$ cat src/rtl/sprint2_audio_pkg.sv
// sprint2_audio_pkg: shared types, widths and helpers for the Sprint 2 audio
// post-processing stage (sprint2_audio_post / sprint2_audio_dcstage).
package sprint2_audio_pkg;

   localparam int unsigned AUD_IN_W    = 7;    // core sound output width
   localparam int unsigned AUD_X_W     = 17;   // centred sample width
   localparam int unsigned AUD_ACC_W   = 19;   // filter accumulator width
   localparam int unsigned AUD_OUT_W   = 16;   // signed output sample width
   localparam int unsigned AUD_MID     = 64;   // input code mapped to zero
   localparam int unsigned AUD_X_SHIFT = 9;    // scales 7-bit codes to 16-bit range

   localparam logic signed [AUD_ACC_W-1:0] ACC_MAX = 19'sd32767;
   localparam logic signed [AUD_ACC_W-1:0] ACC_MIN = -19'sd32768;

   typedef enum logic [1:0] {
      IDLE   = 2'd0,
      CH_L   = 2'd1,
      CH_R   = 2'd2,
      COMMIT = 2'd3
   } aud_state_t;

   // Clamp an accumulator value to the signed 16-bit output range.
   function automatic logic signed [AUD_OUT_W-1:0] sat16(input logic signed [AUD_ACC_W-1:0] v);
      if (v > ACC_MAX)
         return 16'sh7FFF;
      else if (v < ACC_MIN)
         return 16'sh8000;
      else
         return v[AUD_OUT_W-1:0];
   endfunction

   // Re-centre an unsigned core code: x = ({1'b0,a} - 64) << 9.
   function automatic logic signed [AUD_X_W-1:0] aud_centre(input logic [AUD_IN_W-1:0] a);
      logic signed [AUD_IN_W:0] d;
      d = $signed({1'b0, a}) - $signed((AUD_IN_W+1)'(AUD_MID));
      return AUD_X_W'(d) <<< AUD_X_SHIFT;
   endfunction

endpackage

$ cat src/rtl/sprint2_audio_dcstage.sv
// sprint2_audio_dcstage: combinational first-order DC-blocker step shared by
// both channels. y = sat16(x - x_prev + y_prev - (y_prev >>> DC_SHIFT)).
// Ports:
//   x       in  17  current centred sample
//   x_prev  in  17  previous centred sample of the channel
//   y_prev  in  16  previous filter output of the channel
//   y       out 16  saturated filter output
// With x_prev = y_prev = 0 the stage reduces to sat16(x).
module sprint2_audio_dcstage
   import sprint2_audio_pkg::*;
#(
   parameter int unsigned DC_SHIFT = 8
) (
   input  logic signed [AUD_X_W-1:0]   x,
   input  logic signed [AUD_X_W-1:0]   x_prev,
   input  logic signed [AUD_OUT_W-1:0] y_prev,
   output logic signed [AUD_OUT_W-1:0] y
);

   logic signed [AUD_ACC_W-1:0] acc;

   // Arithmetic shift floors toward -inf; the small residual is accepted.
   always_comb begin
      acc = AUD_ACC_W'(x) - AUD_ACC_W'(x_prev) + AUD_ACC_W'(y_prev)
          - AUD_ACC_W'(y_prev >>> DC_SHIFT);
   end

   assign y = sat16(acc);

endmodule

$ cat src/rtl/sprint2_audio_post.sv
// sprint2_audio_post: decimates the Sprint 2 core's two 7-bit sound outputs to
// one stereo sample every CLK_DIV cycles, re-centres them to signed 16-bit and
// optionally DC-blocks them, using one arithmetic stage time-shared by a
// four-state FSM (IDLE -> CH_L -> CH_R -> COMMIT).
// Ports:
//   clk_sys      in  1   system clock (core clk_12)
//   reset_n      in  1   asynchronous active-low reset
//   audio1_i     in  7   core channel 1, unsigned
//   audio2_i     in  7   core channel 2, unsigned
//   mute_i       in  1   forces centred input to 0, sampled on tick
//   audio_l_o    out 16  signed left sample (channel 1)
//   audio_r_o    out 16  signed right sample (channel 2)
//   sample_stb_o out 1   one-cycle pulse when the outputs update
// Macro SPRINT2_AUDIO_DCBLOCK_EN: defined builds the DC-blocker state;
// undefined runs the stage with zero state, i.e. y = sat16(x).
module sprint2_audio_post
   import sprint2_audio_pkg::*;
#(
   parameter int unsigned CLK_DIV  = 250,
   parameter int unsigned DC_SHIFT = 8
) (
   input  logic                        clk_sys,
   input  logic                        reset_n,
   input  logic [AUD_IN_W-1:0]         audio1_i,
   input  logic [AUD_IN_W-1:0]         audio2_i,
   input  logic                        mute_i,
   output logic signed [AUD_OUT_W-1:0] audio_l_o,
   output logic signed [AUD_OUT_W-1:0] audio_r_o,
   output logic                        sample_stb_o
);

   localparam int unsigned DIV_W = (CLK_DIV > 1) ? $clog2(CLK_DIV) : 1;

   logic [DIV_W-1:0]            div_cnt;
   logic                        tick;
   logic signed [AUD_X_W-1:0]   x_l_q, x_r_q;
   aud_state_t                  state, state_nxt;
   logic                        ld_l_c, ld_r_c, commit_c;
   logic                        ch_r_sel;
   logic signed [AUD_X_W-1:0]   dc_x, dc_xp;
   logic signed [AUD_OUT_W-1:0] dc_yp, dc_y;
   logic signed [AUD_OUT_W-1:0] y_l_q, y_r_q;

   // Sample-rate prescaler.
   assign tick = (div_cnt == DIV_W'(CLK_DIV - 1));

   always_ff @(posedge clk_sys or negedge reset_n) begin
      if (!reset_n)
         div_cnt <= '0;
      else if (tick)
         div_cnt <= '0;
      else
         div_cnt <= div_cnt + DIV_W'(1);
   end

   // Both channels and mute captured on the same tick so L/R stay coherent.
   always_ff @(posedge clk_sys or negedge reset_n) begin
      if (!reset_n) begin
         x_l_q <= '0;
         x_r_q <= '0;
      end else if (tick) begin
         x_l_q <= mute_i ? '0 : aud_centre(audio1_i);
         x_r_q <= mute_i ? '0 : aud_centre(audio2_i);
      end
   end

   // FSM state register.
   always_ff @(posedge clk_sys or negedge reset_n) begin
      if (!reset_n)
         state <= IDLE;
      else
         state <= state_nxt;
   end

   // FSM next state and datapath load enables.
   always_comb begin
      state_nxt = state;
      ld_l_c    = 1'b0;
      ld_r_c    = 1'b0;
      commit_c  = 1'b0;
      case (state)
         IDLE:    if (tick) state_nxt = CH_L;
         CH_L:    begin ld_l_c   = 1'b1; state_nxt = CH_R;   end
         CH_R:    begin ld_r_c   = 1'b1; state_nxt = COMMIT; end
         COMMIT:  begin commit_c = 1'b1; state_nxt = IDLE;   end
         default: state_nxt = IDLE;
      endcase
   end

   // Per-channel operand mux into the shared stage.
   assign ch_r_sel = (state == CH_R);
   assign dc_x     = ch_r_sel ? x_r_q : x_l_q;

`ifdef SPRINT2_AUDIO_DCBLOCK_EN
   logic signed [AUD_X_W-1:0]   xp_l_q, xp_r_q;
   logic signed [AUD_OUT_W-1:0] yp_l_q, yp_r_q;

   // Filter history, updated as each channel is computed.
   always_ff @(posedge clk_sys or negedge reset_n) begin
      if (!reset_n) begin
         xp_l_q <= '0;
         yp_l_q <= '0;
         xp_r_q <= '0;
         yp_r_q <= '0;
      end else begin
         if (ld_l_c) begin
            xp_l_q <= x_l_q;
            yp_l_q <= dc_y;
         end
         if (ld_r_c) begin
            xp_r_q <= x_r_q;
            yp_r_q <= dc_y;
         end
      end
   end

   assign dc_xp = ch_r_sel ? xp_r_q : xp_l_q;
   assign dc_yp = ch_r_sel ? yp_r_q : yp_l_q;
`else
   assign dc_xp = '0;
   assign dc_yp = '0;
`endif

   sprint2_audio_dcstage #(
      .DC_SHIFT (DC_SHIFT)
   ) u_dcstage (
      .x      (dc_x),
      .x_prev (dc_xp),
      .y_prev (dc_yp),
      .y      (dc_y)
   );

   // Staging and output registers; both outputs change together on commit.
   always_ff @(posedge clk_sys or negedge reset_n) begin
      if (!reset_n) begin
         y_l_q        <= '0;
         y_r_q        <= '0;
         audio_l_o    <= '0;
         audio_r_o    <= '0;
         sample_stb_o <= 1'b0;
      end else begin
         if (ld_l_c)
            y_l_q <= dc_y;
         if (ld_r_c)
            y_r_q <= dc_y;
         if (commit_c) begin
            audio_l_o <= y_l_q;
            audio_r_o <= y_r_q;
         end
         sample_stb_o <= commit_c;
      end
   end

endmodule

$ cat config.mk
export PLATFORM = sky130hd
export DESIGN_NAME = sprint2_audio_post
export DESIGN_NICKNAME = d
export VERILOG_FILES = /design/src/rtl/sprint2_audio_pkg.sv /design/src/rtl/sprint2_audio_dcstage.sv /design/src/rtl/sprint2_audio_post.sv
export SDC_FILE = /design/constraint.sdc
export NUM_CORES = 1
export LEC_CHECK = 0
export CAP_MARGIN = 20
export CELL_PAD_IN_SITES_DETAIL_PLACEMENT = 1
export CELL_PAD_IN_SITES_GLOBAL_PLACEMENT = 1
export CORE_UTILIZATION = 36
export CTS_CLUSTER_DIAMETER = 50
export DETAILED_ROUTE_END_ITERATION = 6
export HOLD_SLACK_MARGIN = 0.02
export PLACE_DENSITY = 0.78
export REMOVE_ABC_BUFFERS = 1
export SLEW_MARGIN = 10
export SYNTH_ARGS = -nofsm -noshare
export SYNTH_HDL_FRONTEND = slang
export SYNTH_SLANG_ARGS = --single-unit
export TNS_END_PERCENT = 100
$ cat constraint.sdc
create_clock -name clk_sys -period 1.52 [get_ports clk_sys]
set_input_delay 0.304 -clock clk_sys [delete_from_list [all_inputs] [get_ports clk_sys]]
set_output_delay 0.304 -clock clk_sys [all_outputs]
set_load 0.03 [all_outputs]
# [Word level (Yosys, flattened, before mapping)]
# Index checks and enable logic that the tools add are counted.
[totals] ff_bits=109 inputBits=17 output_inout_bits=33 wordCells=31
[op_classes] n_addsub=3 magnitude_cmp=2 eq_ne=5 mux=11 reduce_logical=1
[op_table] operator="two-way mux 17 bit" count=3
[op_table] operator="two-way mux 16 bit" count=2
[op_table] operator="> comparator 17 x 16 -> 1 bit, second input constant" count=1
[op_table] operator="< comparator 17 x 16 -> 1 bit, second input constant" count=1
[op_table] operator="subtractor 7 x 7 -> 8 bit, second input constant" count=2
[op_table] operator="adder 8 x 1 -> 8 bit, second input constant" count=1
[op_table] operator="== test 8 bit, second input constant" count=1
[op_table] operator="two-way mux 8 bit" count=1
[op_table] operator="one-hot mux 2 bit (4 select lines)" count=1
[op_table] operator="== test 2 bit, second input constant" count=2
[op_table] operator="two-way mux 1 bit" count=3
[op_table] operator="== test 2 x 1 -> 1 bit, second input constant" count=1
[op_table] operator="zero test 2 bit" count=1
[op_table] operator="two-way mux 2 bit" count=1
[op_table] operator="inequality test 2 bit, second input constant" count=1

# [Longest topological paths before layout]
# Gate-level depths: netlist (run 1).
[depth] depth_word=5 mapped_depth=6 mapped_depth_nobuf=5

# [Modules after synthesis]
# A second synthesis (run 1) with hierarchy kept.
[unflattened] hier_cells=506 area_unflattened_um2=5886.9
[modules_own_cells] module="sprint2_audio_post" n_inst=1 cells_per_inst=259 area_each_um2=3824.9 seq_area_each_um2=2227.1
[modules_own_cells] module="sprint2_audio_dcstage" n_inst=1 cells_per_inst=247 area_each_um2=2062.0 seq_area_each_um2=0.0

# [Worst setup path after synthesis (run 1)]
# Ideal clock, no wire load.
[synth_timing] kind="flip-flop to flip-flop" startpoint="reg state[0]" endpoint="reg y_r_q[13]" setup_ns=0.125 arrival_time_ns=1.361 required_ns=1.395 slack_ns=0.035 path_stages_with_launch=6 path_buffers=2 synth_period_minus_slack_ns=1.485 path_cell_list="dfrtp_1 > inv_1 > ha_1 > buf_2 > buf_2 > mux2_2"
[synth_between] elab_chain_cells=5 elab_cells_between_ends=7 classes_between="order compare (2); eq/ne (1); mux (4)"
[synth_lines] element="start, declared" line_no="sprint2_audio_post.sv:37" text="aud_state_t state, state_nxt;"
[synth_lines] element="start signal, assigned" line_no="sprint2_audio_post.sv:72" text="state <= state_nxt;"
[synth_lines] element="== test 2 bit *" line_no="sprint2_audio_post.sv:81, sprint2_audio_post.sv:91"
[synth_lines] element="two-way mux 17 bit" line_no="sprint2_audio_post.sv:92" text="assign dc_x = ch_r_sel ? x_r_q : x_l_q;"
[synth_lines] element="< comparator 17 x 16 -> 1 bit" line_no="sprint2_audio_pkg.sv:26" text="else if (v < ACC_MIN)"
[synth_lines] element="two-way mux 16 bit" line_no="sprint2_audio_pkg.sv:26"
[synth_lines] element="two-way mux 16 bit" line_no="sprint2_audio_pkg.sv:24" text="if (v > ACC_MAX)"
[synth_lines] element="end signal, assigned" line_no="sprint2_audio_post.sv:145" text="y_r_q <= dc_y;"
[synth_lines] element="end, declared" line_no="sprint2_audio_post.sv:42" text="logic signed [AUD_OUT_W-1:0] y_l_q, y_r_q;"
# Every way passes the cells marked *; elsewhere a longest branch is shown, timed or not.
# A chain may end at the register's enable or synchronous reset.

# [Final worst setup path (run 1)]
[layout_timing] startpoint="reg div_cnt[1]" endpoint="reg state[1]"
[layout_between] elab_chain_cells=2
[layout_lines] element="start, declared" line_no="sprint2_audio_post.sv:34" text="logic [DIV_W-1:0] div_cnt;"
[layout_lines] element="start signal, assigned" line_no="sprint2_audio_post.sv:53" text="div_cnt <= div_cnt + DIV_W'(1);"
[layout_lines] element="== test 8 bit" line_no="sprint2_audio_post.sv:45" text="assign tick = (div_cnt == DIV_W'(CLK_DIV - 1));"
[layout_lines] element="inequality test 2 bit (no line)"
# Every way passes these cells.

==> results.toml, run 1 <==
[status]
status = "finished with violations"
violations = "DRC"

[synth]
synth_top_area_cell = "dfrtp_1"
ys_seq_elements = 53
yosysUniqueCellTypes = 28
synth.area.top_cells = "dfrtp_1 54%, mux2_2 10%, buf_4 5.5%"
synth_warnings = 0
syn_area_per_cell_um2 = 11.8
syn_inst = 207
yosysSeqAreaShare_pct = 54.4
syn_area_um2 = 2440
synth_top_area_share_pct = 54.4

[clock_tree]
clkTransAtPathRegs_ns = 0.09
htreeDepth = 2
insertion_delay_ns = 0.32
cts_tree = "yes"
cts_max_path_buffers = 2
numCtsBuffers = 5
cts_root_buf = "clkbuf_8"
cts_sinks = 53
postCtsSetupBuffers = 0

[flow_run]
maxCapViolCount = 0

[global_routing]
busiest_layer = "met2"
grt_antenna_before_repair = 0
grt_use_met1_pct = 16.7
grt-ovfl-total = 0
met3_usage_pct = 5.01
grt_max_degree = 54
grt_pass1_vias = 1647
grt_pass1_wl_um = 8100
gr-usage-met2_pct = 26.1
grt_use_total_pct = 14.9

[drt]
detail_route.iter0.violations = 87
vias = 1595
drt_wl_total_um = 4660
via_per_inst = 4.89
dr.pass1.iters = 6
wl_per_cell_um = 14.3
ant_nets = 0
drt_drc_violations_left = 4

[die]
dieArea_um2 = 7110
die_width_um = 84.3
coreArea_um2 = 6460
ios = 50
rows = 29
start_util_pct = 37.8
die_y_um = 84.3

[timing]
finalHoldViolations = 0
report.final.setup_viol = 0
skew_ns = 0.0103
rsz0062_at_grt = "true"
period_share_pct = 95.8
period_needed_ns = 1.46
holdWs_ns = 0.500
fmax_mhz = 687
drv_slew = 0

[pwr]
p_total_uw = 2550
clockPowerShare_pct = 38.9
power_density_nw_per_um2 = 864
swShare_pct = 21.9
netSwitchingPower_uw = 560
pwr-share-seq_pct = 55.2
internal-power_uw = 1990
p_leak_uw = 0.00140
max-vdd-ir-drop_mv = 0.501
combPwrFrac_pct = 5.8

[setup_path]
path_max_fanout = 4
rr_endpoint = "state[1]"
crit_required_ns = 1.72
arrival_ns = 1.65
reg2reg_from = "div_cnt[1]"
crit_path_end_kind = "flip-flop"
rrSetupSlack_ns = 0.06
critPathLaunchType = "flip-flop"
worstSetupPathType = "reg -> reg"
r2r_cells = 5

[placed_design]
postPlaceCellArea_um2 = 2830
gp_congestion = 0.746
place.port_buffers = 31
dp_hpwl_um = 3380

[hold_path]
hold_path.class = "in -> async"

[finish]
design_area_um2 = 2950
syn_to_final_growth_pct = 21.0
final_core_util_pct = 45.7
nFillCells = 719
layout-drive-gt1-share_pct = 19.7
nets = 272
diodes = 0
## per-layer routing
metal,share of wire (%),vias to the layer above,wire [um]
met3,4.5,9,210
met2,51,36,2370
met4,2.0,0,95
li1,-,766,-
met1,43,784,1980
met5,0,-,0
## flip-flops by register name, summed over array words and instances (netlist names)
| signal | flops |
|---|---|
| audio_l_o | 7 |
| y_r_q | 7 |
| state | 2 |
| sample_stb_o | 1 |
| div_cnt | 8 |
| y_l_q | 7 |
| audio_r_o | 7 |
| x_l_q | 7 |
| x_r_q | 7 |
## cells in the final DEF (no fill, tap or decap), drive strengths merged
cell type and n:
conb 18, and3 1, buf 15, mux2 22
a31oi 2, o21ai 16, o41ai 14, bufinv 1
clkbuf 7, o21bai 1, a21oi 7, dlygate4sd3 1
nand2 1, nor3 3, nand4b 1, xnor2 2
o21a 1, o22a 1, mux2i 8, inv 18
dfrtp 53, o2bb2ai 1, nand3 2, xor2 1
ha 7, dlygate4sd2 15, clkdlybuf4s50 15, nor2 14
nand4 1
## final cells by class
type | count | area (um2) | share of cell area, %
tap | 77 | 96.3 | 3.26
multi-input combinational | 124 | 932 | 31.6
clock inverter | 1 | 30.0 | 1.02
timing repair buffer | 46 | 414 | 14.0
sequential | 53 | 1330 | 44.9
inverter | 18 | 67.6 | 2.29
clock buffer | 7 | 86.3 | 2.92
## what timing repair did
action	CTS	global route
hold buffers	1	0
resized for setup	15	5
pin swaps	0	0
endpoints found under the setup margin	15	4
endpoints found under the hold margin	53	0
## synth_stat cells
| library cell | n |
|---|---|
| dfrtp_1 | 53 |
| mux2_2 | 22 |
| buf_4 | 18 |
| inv_1 | 18 |
| o21ai_0 | 15 |
| nor2_1 | 14 |
| o41ai_1 | 14 |
| mux2i_1 | 8 |
| a21oi_1 | 7 |
| ha_1 | 7 |
| clkbuf_1 | 5 |
| buf_2 | 4 |
| nor3_1 | 3 |
| a31oi_1 | 2 |
| buf_6 | 2 |
| nand3_1 | 2 |
| xnor2_1 | 2 |
| and3_1 | 1 |
| conb_1 | 1 |
| nand2_1 | 1 |
| nand4_1 | 1 |
| nand4b_4 | 1 |
| o21a_1 | 1 |
| o21ai_2 | 1 |
| o21bai_1 | 1 |
| o22a_1 | 1 |
| o2bb2ai_1 | 1 |
| xor2_1 | 1 |
## power by group through the flow
stage	Sequential (uW)	Combinational (uW)	Clock (uW)
after floorplan	1440	63.4	0
final	1410	149	993
after CTS	1410	151	1030
after global placement	1440	148	0
after detailed placement	1440	149	0
after global routing	1410	163	1080
## cell families (layout without fill, tap and decap cells)
logic type / count (synthesis) / after routing / synth area share, %
flops: 53 / 53 / 54.4
simple gates: 23 / 23 / 4.82
other cells: 1 / 18 / 0.154
buf+inv: 47 / 72 / 10.8
compound gates: 43 / 43 / 11.7
mux: 30 / 30 / 13.4
xor+xnor: 3 / 3 / 1.08
fa+ha+maj: 7 / 7 / 3.59
## how the worst max path moves through the flow
| stage | from | to | slack, ns | cells past startpoint |
|---|---|---|---|---|
| 5_1_grt | div_cnt[1] | x_r_q[11] | -0.006 | 5 |
| 3_5_place_dp | div_cnt[1] | x_r_q[14] | 0.05 | 5 |
| 6_report | div_cnt[1] | state[1] | 0.06 | 5 |
| 2_1_floorplan | div_cnt[5] | state[1] | -0.19 | 3 |
| 3_3_place_gp | state[0] | y_r_q[13] | 0.15 | 4 |
| 4_1_cts | div_cnt[1] | x_r_q[14] | 0.04 | 5 |
## stage by stage
stage               setup slack (ns)  instances  setup TNS, ns
floorplan                     -0.187        195         -0.221
global placement               0.148        317              0
detailed placement            0.0461        317              0
CTS                           0.0351        326              0
global route                -0.00621        326       -0.00621
finish                        0.0643        326              0
## critical path: stages, from the launching register on
cell      delay (ns)
dfrtp_1         0.39
inv_1           0.07
ha_1            0.19
nand4b_4        0.14
o21ai_2         0.20
mux2_2          0.36
No activity file was read; power rests on OpenSTA's default activity.
==> run 2, diff against run 1 <==
--- a/config.mk
+++ b/config.mk
@@ -13,7 +13,6 @@
 export DETAILED_ROUTE_END_ITERATION = 6
 export HOLD_SLACK_MARGIN = 0.02
 export PLACE_DENSITY = 0.78
-export REMOVE_ABC_BUFFERS = 1
 export SLEW_MARGIN = 10
 export SYNTH_ARGS = -nofsm -noshare
 export SYNTH_HDL_FRONTEND = slang
==> run 2 against run 1 <==
Effect of this change:
- the run still ends with DRC left
- cell count shrank 1.2%
- hold slack better by 0.0033 ns
- maximum frequency fell by 0.97%
- design area grew 0.38%
- critical path depth stayed put
- global-route usage decreased by 0.65 points
- sequential share of layout area fell by 0.17 points
- non-clock buffer count shrank 4
- count of clock-buffer cells in the layout down 1
- via count down 0.63%
- register-to-register slack about the same
- critical path type unchanged
- largest cell class unchanged
- highest routed layer unchanged
==> results.toml, run 2 (same netlist as run 1, synthesis figures left out) <==
[drt]
drt_drc_violations_left = 2
drt_wl_total_um = 4610
wl_per_cell_um = 14.3
dr.pass1.iters = 6
vias = 1585
via_per_inst = 4.92
detail_route.iter0.violations = 45
ant_nets = 0

[global_routing]
grt_max_degree = 54
grt_antenna_before_repair = 0
grt-ovfl-total = 0
grt_pass1_vias = 1533
grt_pass1_wl_um = 7840
grt_use_total_pct = 14.3

[timing]
period_share_pct = 96.7
setup_ws_ns = 0.0500
finalHoldViolations = 0
drv_slew = 0
rsz0062_at_grt = "true"
report.final.setup_viol = 0
fmax_mhz = 680
skew_ns = 0.00436
period_needed_ns = 1.47

[placed_design]
preCtsSetupSlack_ns = 0.0126
dp_hpwl_um = 3130
gp_congestion = 0.739
postPlaceCellArea_um2 = 2810
place.port_buffers = 31

[status]
status = "finished with violations"
violations = "DRC"

[clock_tree]
cts_sinks = 53
numCtsBuffers = 5
clkTransAtPathRegs_ns = 0.09
insertion_delay_ns = 0.30
cts_tree = "yes"
postCtsSetupBuffers = 0
htreeDepth = 2
cts_root_buf = "clkbuf_8"
cts_max_path_buffers = 2

[setup_path]
crit_required_ns = 1.71
crit_path_end_kind = "flip-flop"
cp-startpoint = "div_cnt[1]"
r2r_cells = 5
reg2reg_from = "div_cnt[1]"
arrival_ns = 1.66
worstSetupPathType = "reg -> reg"
critPathLaunchType = "flip-flop"
path_max_fanout = 6

[flow_run]
maxCapViolCount = 0

[die]
dieArea_um2 = 7110
die_width_um = 84.3
die_y_um = 84.3
coreArea_um2 = 6460
start_util_pct = 37.8
rows = 29
ios = 50

[finish]
diodes = 0
multi_input_area_um2 = 987
largest_register_ffs = 8
nets = 268
ff_latch_area_um2 = 1330
final_core_util_pct = 45.9
final_common_cell = "dfrtp_1"
top_register = "div_cnt"
layout_common_cells = "53 x dfrtp_1, 22 x mux2_2, 18 x inv_1, 18 x conb_1"
layout-drive-gt1-share_pct = 21.6
syn_to_final_growth_pct = 21.5
nFillCells = 703
design_area_um2 = 2960

[hold_path]
min_path_cells = 1
hold_path.class = "reg -> reg"
hp-start = "audio_l_o[9]"

[pwr]
p_leak_uw = 0.00137
max-vdd-ir-drop_mv = 0.388
power_density_nw_per_um2 = 784
## run 2: cell count changes in the layout (fill, tap and decap cells not counted), moves of 2 or more
cell      previous run  this run
buf_4               13         7
clkinv_2             0         2
o21ai_0             13         9
o21ai_1              2         5
o41ai_1             12         5
o41ai_2              2         9
## run 2: metrics by stage
stage                     TNS (ns)  power [uW]  std cells  hold slack, ns
final                            0        2330        322           0.503
after CTS                        0        2350        322           0.512
after detailed placement         0        1590        313           0.322
after global placement           0        1590        313           0.320
after global routing       -0.0866        2420        322           0.528
after floorplan                  0        1540        224         0.00841
## run 2: worst paths after layout
check | endpoint | slack, ns
min in group asynchronous | y_l_q[11] | 0.52
min | audio_l_o[9] | 0.50
max in group asynchronous | y_r_q[13] | 0.76
min reg2reg | audio_l_o[9] | 0.50
max | state[1] | 0.05
max reg2reg | state[1] | 0.05
## run 2: per-layer routing
metal	GRT usage (%)	wire [um]	vias to the layer above
li1	-	-	754
met1	19.6	2130	788
met2	22.4	2260	39
met3	3.24	186	4
met4	4.70	38	0
met5	0	0	-
## run 2: power by group
part           switching [uW]  internal, uW  leakage, uW
combinational             109          45.3     0.000671
sequential                  0          1410     0.000653
clock                     442           320    0.0000450
total                     551          1770      0.00137
## run 2: area by class of cell
cell class	count	area share, %
Sequential cell	53	44.7
Multi-Input combinational cell	124	33.3
Timing Repair Buffer	42	13.6
Tap cell	77	3.25
Clock buffer	6	2.45
Inverter	18	2.28
Clock inverter	2	0.338
## run 2: worst max-delay path, stage by stage (launching register included)
cell and delay, ns:
dfrtp_1 0.38, inv_1 0.06, ha_1 0.18, nand4b_4 0.17
o21ai_2 0.22, mux2_2 0.35
## run 2: what timing repair did
item	4_1_cts	5_1_grt
cloned	0	0
endpoints found under the hold margin	53	0
gates resized for setup	16	18
endpoints found under the setup margin	16	16
hold buffers	1	0
==> run 3, diff against run 2 <==
--- a/config.mk
+++ b/config.mk
@@ -8,11 +8,12 @@
 export CAP_MARGIN = 20
 export CELL_PAD_IN_SITES_DETAIL_PLACEMENT = 1
 export CELL_PAD_IN_SITES_GLOBAL_PLACEMENT = 1
-export CORE_UTILIZATION = 36
+export CORE_UTILIZATION = 40
 export CTS_CLUSTER_DIAMETER = 50
 export DETAILED_ROUTE_END_ITERATION = 6
 export HOLD_SLACK_MARGIN = 0.02
-export PLACE_DENSITY = 0.78
+export PLACE_DENSITY = 0.82
+export REMOVE_ABC_BUFFERS = 1
 export SLEW_MARGIN = 10
 export SYNTH_ARGS = -nofsm -noshare
 export SYNTH_HDL_FRONTEND = slang
==> constraint.sdc (replaced) <==
create_clock -name clk_sys -period 1.4 [get_ports clk_sys]
set_input_delay 0.28 -clock clk_sys [delete_from_list [all_inputs] [get_ports clk_sys]]
set_output_delay 0.28 -clock clk_sys [all_outputs]
set_load 0.03 [all_outputs]
==> run 3 against run 2 <==
Effect of this change:
- the flow finishes with violations (setup timing)
- hold slack got worse by 0.12 ns
- setup slack lost 0.22 ns
- design area rose by 5.8%
- largest cell class unchanged
==> results.toml, run 3 (same netlist as run 1, synthesis figures left out) <==
[setup_path]
arrival_ns = 1.74
worstSetupPathType = "reg -> reg"
path_max_fanout = 22
crit_path_end_kind = "flip-flop"
cp_slowest_cell = "dfrtp_1"
crit_required_ns = 1.57
critPathLaunchType = "flip-flop"
path_cells = "inv_2 > ha_4 > nand4b_4 > buf_12 > o21ai_0 > o41ai_2"
critPathMaxStageDelay_ns = 0.42

[status]
violations = "setup timing"
status = "finished with violations"

[global_routing]
grt_use_total_pct = 19.2
grt_pass1_wl_um = 9140
grt_antenna_before_repair = 0
grt_pass1_vias = 1809
grt-ovfl-total = 0
grt_max_degree = 43

[finish]
diodes = 0
nFillCells = 605
final_common_cell = "dfrtp_1"
stdcell_count = 326
design_area_um2 = 3140
nets = 274
layout-drive-gt1-share_pct = 27.1
largest_register_ffs = 8
layout_common_cells = "53 x dfrtp_1, 21 x mux2_2, 18 x conb_1"
syn_to_final_growth_pct = 28.5
top_register = "div_cnt"

[clock_tree]
numCtsBuffers = 5
postCtsSetupBuffers = 0
cts_sinks = 53
clkTransAtPathRegs_ns = 0.09
insertion_delay_ns = 0.30
cts_max_path_buffers = 2
cts_root_buf = "clkbuf_8"
cts_tree = "yes"
htreeDepth = 2

[hold_path]
hold_path.class = "in -> async"

[placed_design]
postPlaceCellArea_um2 = 2840
dp.cells = 316
gp_congestion = 0.732
place.port_buffers = 31
dp_hpwl_um = 3950

[timing]
fin_tns_setup_ns = -0.463
fmax_mhz = 638
skew_ns = 0.00476
finalHoldViolations = 0
report.final.setup_viol = 13
setup_ws_ns = -0.168
holdWs_ns = 0.382
period_share_pct = 112
drv_slew = 0
rsz0062_at_grt = "true"
period_needed_ns = 1.57

[die]
coreArea_um2 = 5890
die_y_um = 80.1
dieArea_um2 = 6420
die_width_um = 80.1
start_util_pct = 41.5
ios = 50
rows = 28

[drt]
ant_nets = 0
via_per_inst = 5.17
drt_wl_total_um = 6050
vias = 1686
dr.pass1.iters = 4
wl_per_cell_um = 18.6
drt_drc_violations_left = 0
detail_route.iter0.violations = 82

[flow_run]
maxCapViolCount = 0

[pwr]
p_leak_uw = 0.00139
max-vdd-ir-drop_mv = 0.470
power_density_nw_per_um2 = 812
-- run 3: final timing paths --
| kind | depth (start not counted) | slack, ns | end | from |
|---|---|---|---|---|
| hold reg to reg | 1 | 0.51 | audio_r_o[14] | audio_r_o[14] |
| setup reg to reg | 6 | -0.17 | x_l_q[9] | div_cnt[1] |
| hold / removal | 2 | 0.38 | audio_l_o[15] | reset_n |
| max in group asynchronous | 3 | 0.50 | x_r_q[13] | reset_n |
| min in group clk_sys | 1 | 0.51 | audio_r_o[14] | audio_r_o[14] |
| setup / recovery | 6 | -0.17 | x_l_q[9] | div_cnt[1] |
-- run 3: power breakdown --
part           total (uW)  internal, uW  switching (uW)  leakage, uW
registers            1530          1530               0     0.000653
logic                 177          49.2             127     0.000701
clock network         841           355             486    0.0000385
total                2550          1930             613      0.00139
-- run 3: area by class of cell --
class / count / area [um2] / share of cell area (%)
inverters: 18 / 67.6 / 2.15
clock buffers: 7 / 76.3 / 2.43
flip-flops and latches: 53 / 1330 / 42.3
repair buffers: 48 / 475 / 15.2
clock inverters: 1 / 7.51 / 0.239
multi-input cells: 124 / 1090 / 34.7
well taps: 75 / 93.8 / 2.99
-- run 3: per-stage QoR --
step / util (%) / setup slack, ns / total power [uW]
2_1_floorplan: - / -0.307 / 1630
3_3_place_gp: 48.3 / 0.0376 / 1720
3_5_place_dp: 48.3 / -0.193 / 1720
4_1_cts: 51.4 / -0.0328 / 2570
5_1_grt: 53.3 / -0.203 / 2660
6_report: 53.3 / -0.168 / 2550
-- run 3: critical path, delay by kind of cell (launching register included) --
kind / cells / cell delay (ns)
AO/OA/AOI/OAI: 2 / 0.41
adder cells (fa/ha/maj): 1 / 0.13
buffers and inverters: 2 / 0.30
flip-flops: 1 / 0.42
AND/OR/NAND/NOR: 1 / 0.17
-- run 3: layer usage --
metal  vias up  GRT usage (%)  part of all wire [%]
met4         0           8.04                   3.1
met2        43           34.9                    53
li1        763              -                     -
met1       865           22.3                    41
met3        15           3.18                   3.1
met5         -              0                     0
-- run 3: timing repair --
item,4_1_cts,5_1_grt
cloned,1,0
hold endpoints to repair,11,0
pin swaps,2,2
resized for setup,41,29
hold buffers,1,0
endpoints found under the setup margin,30,44
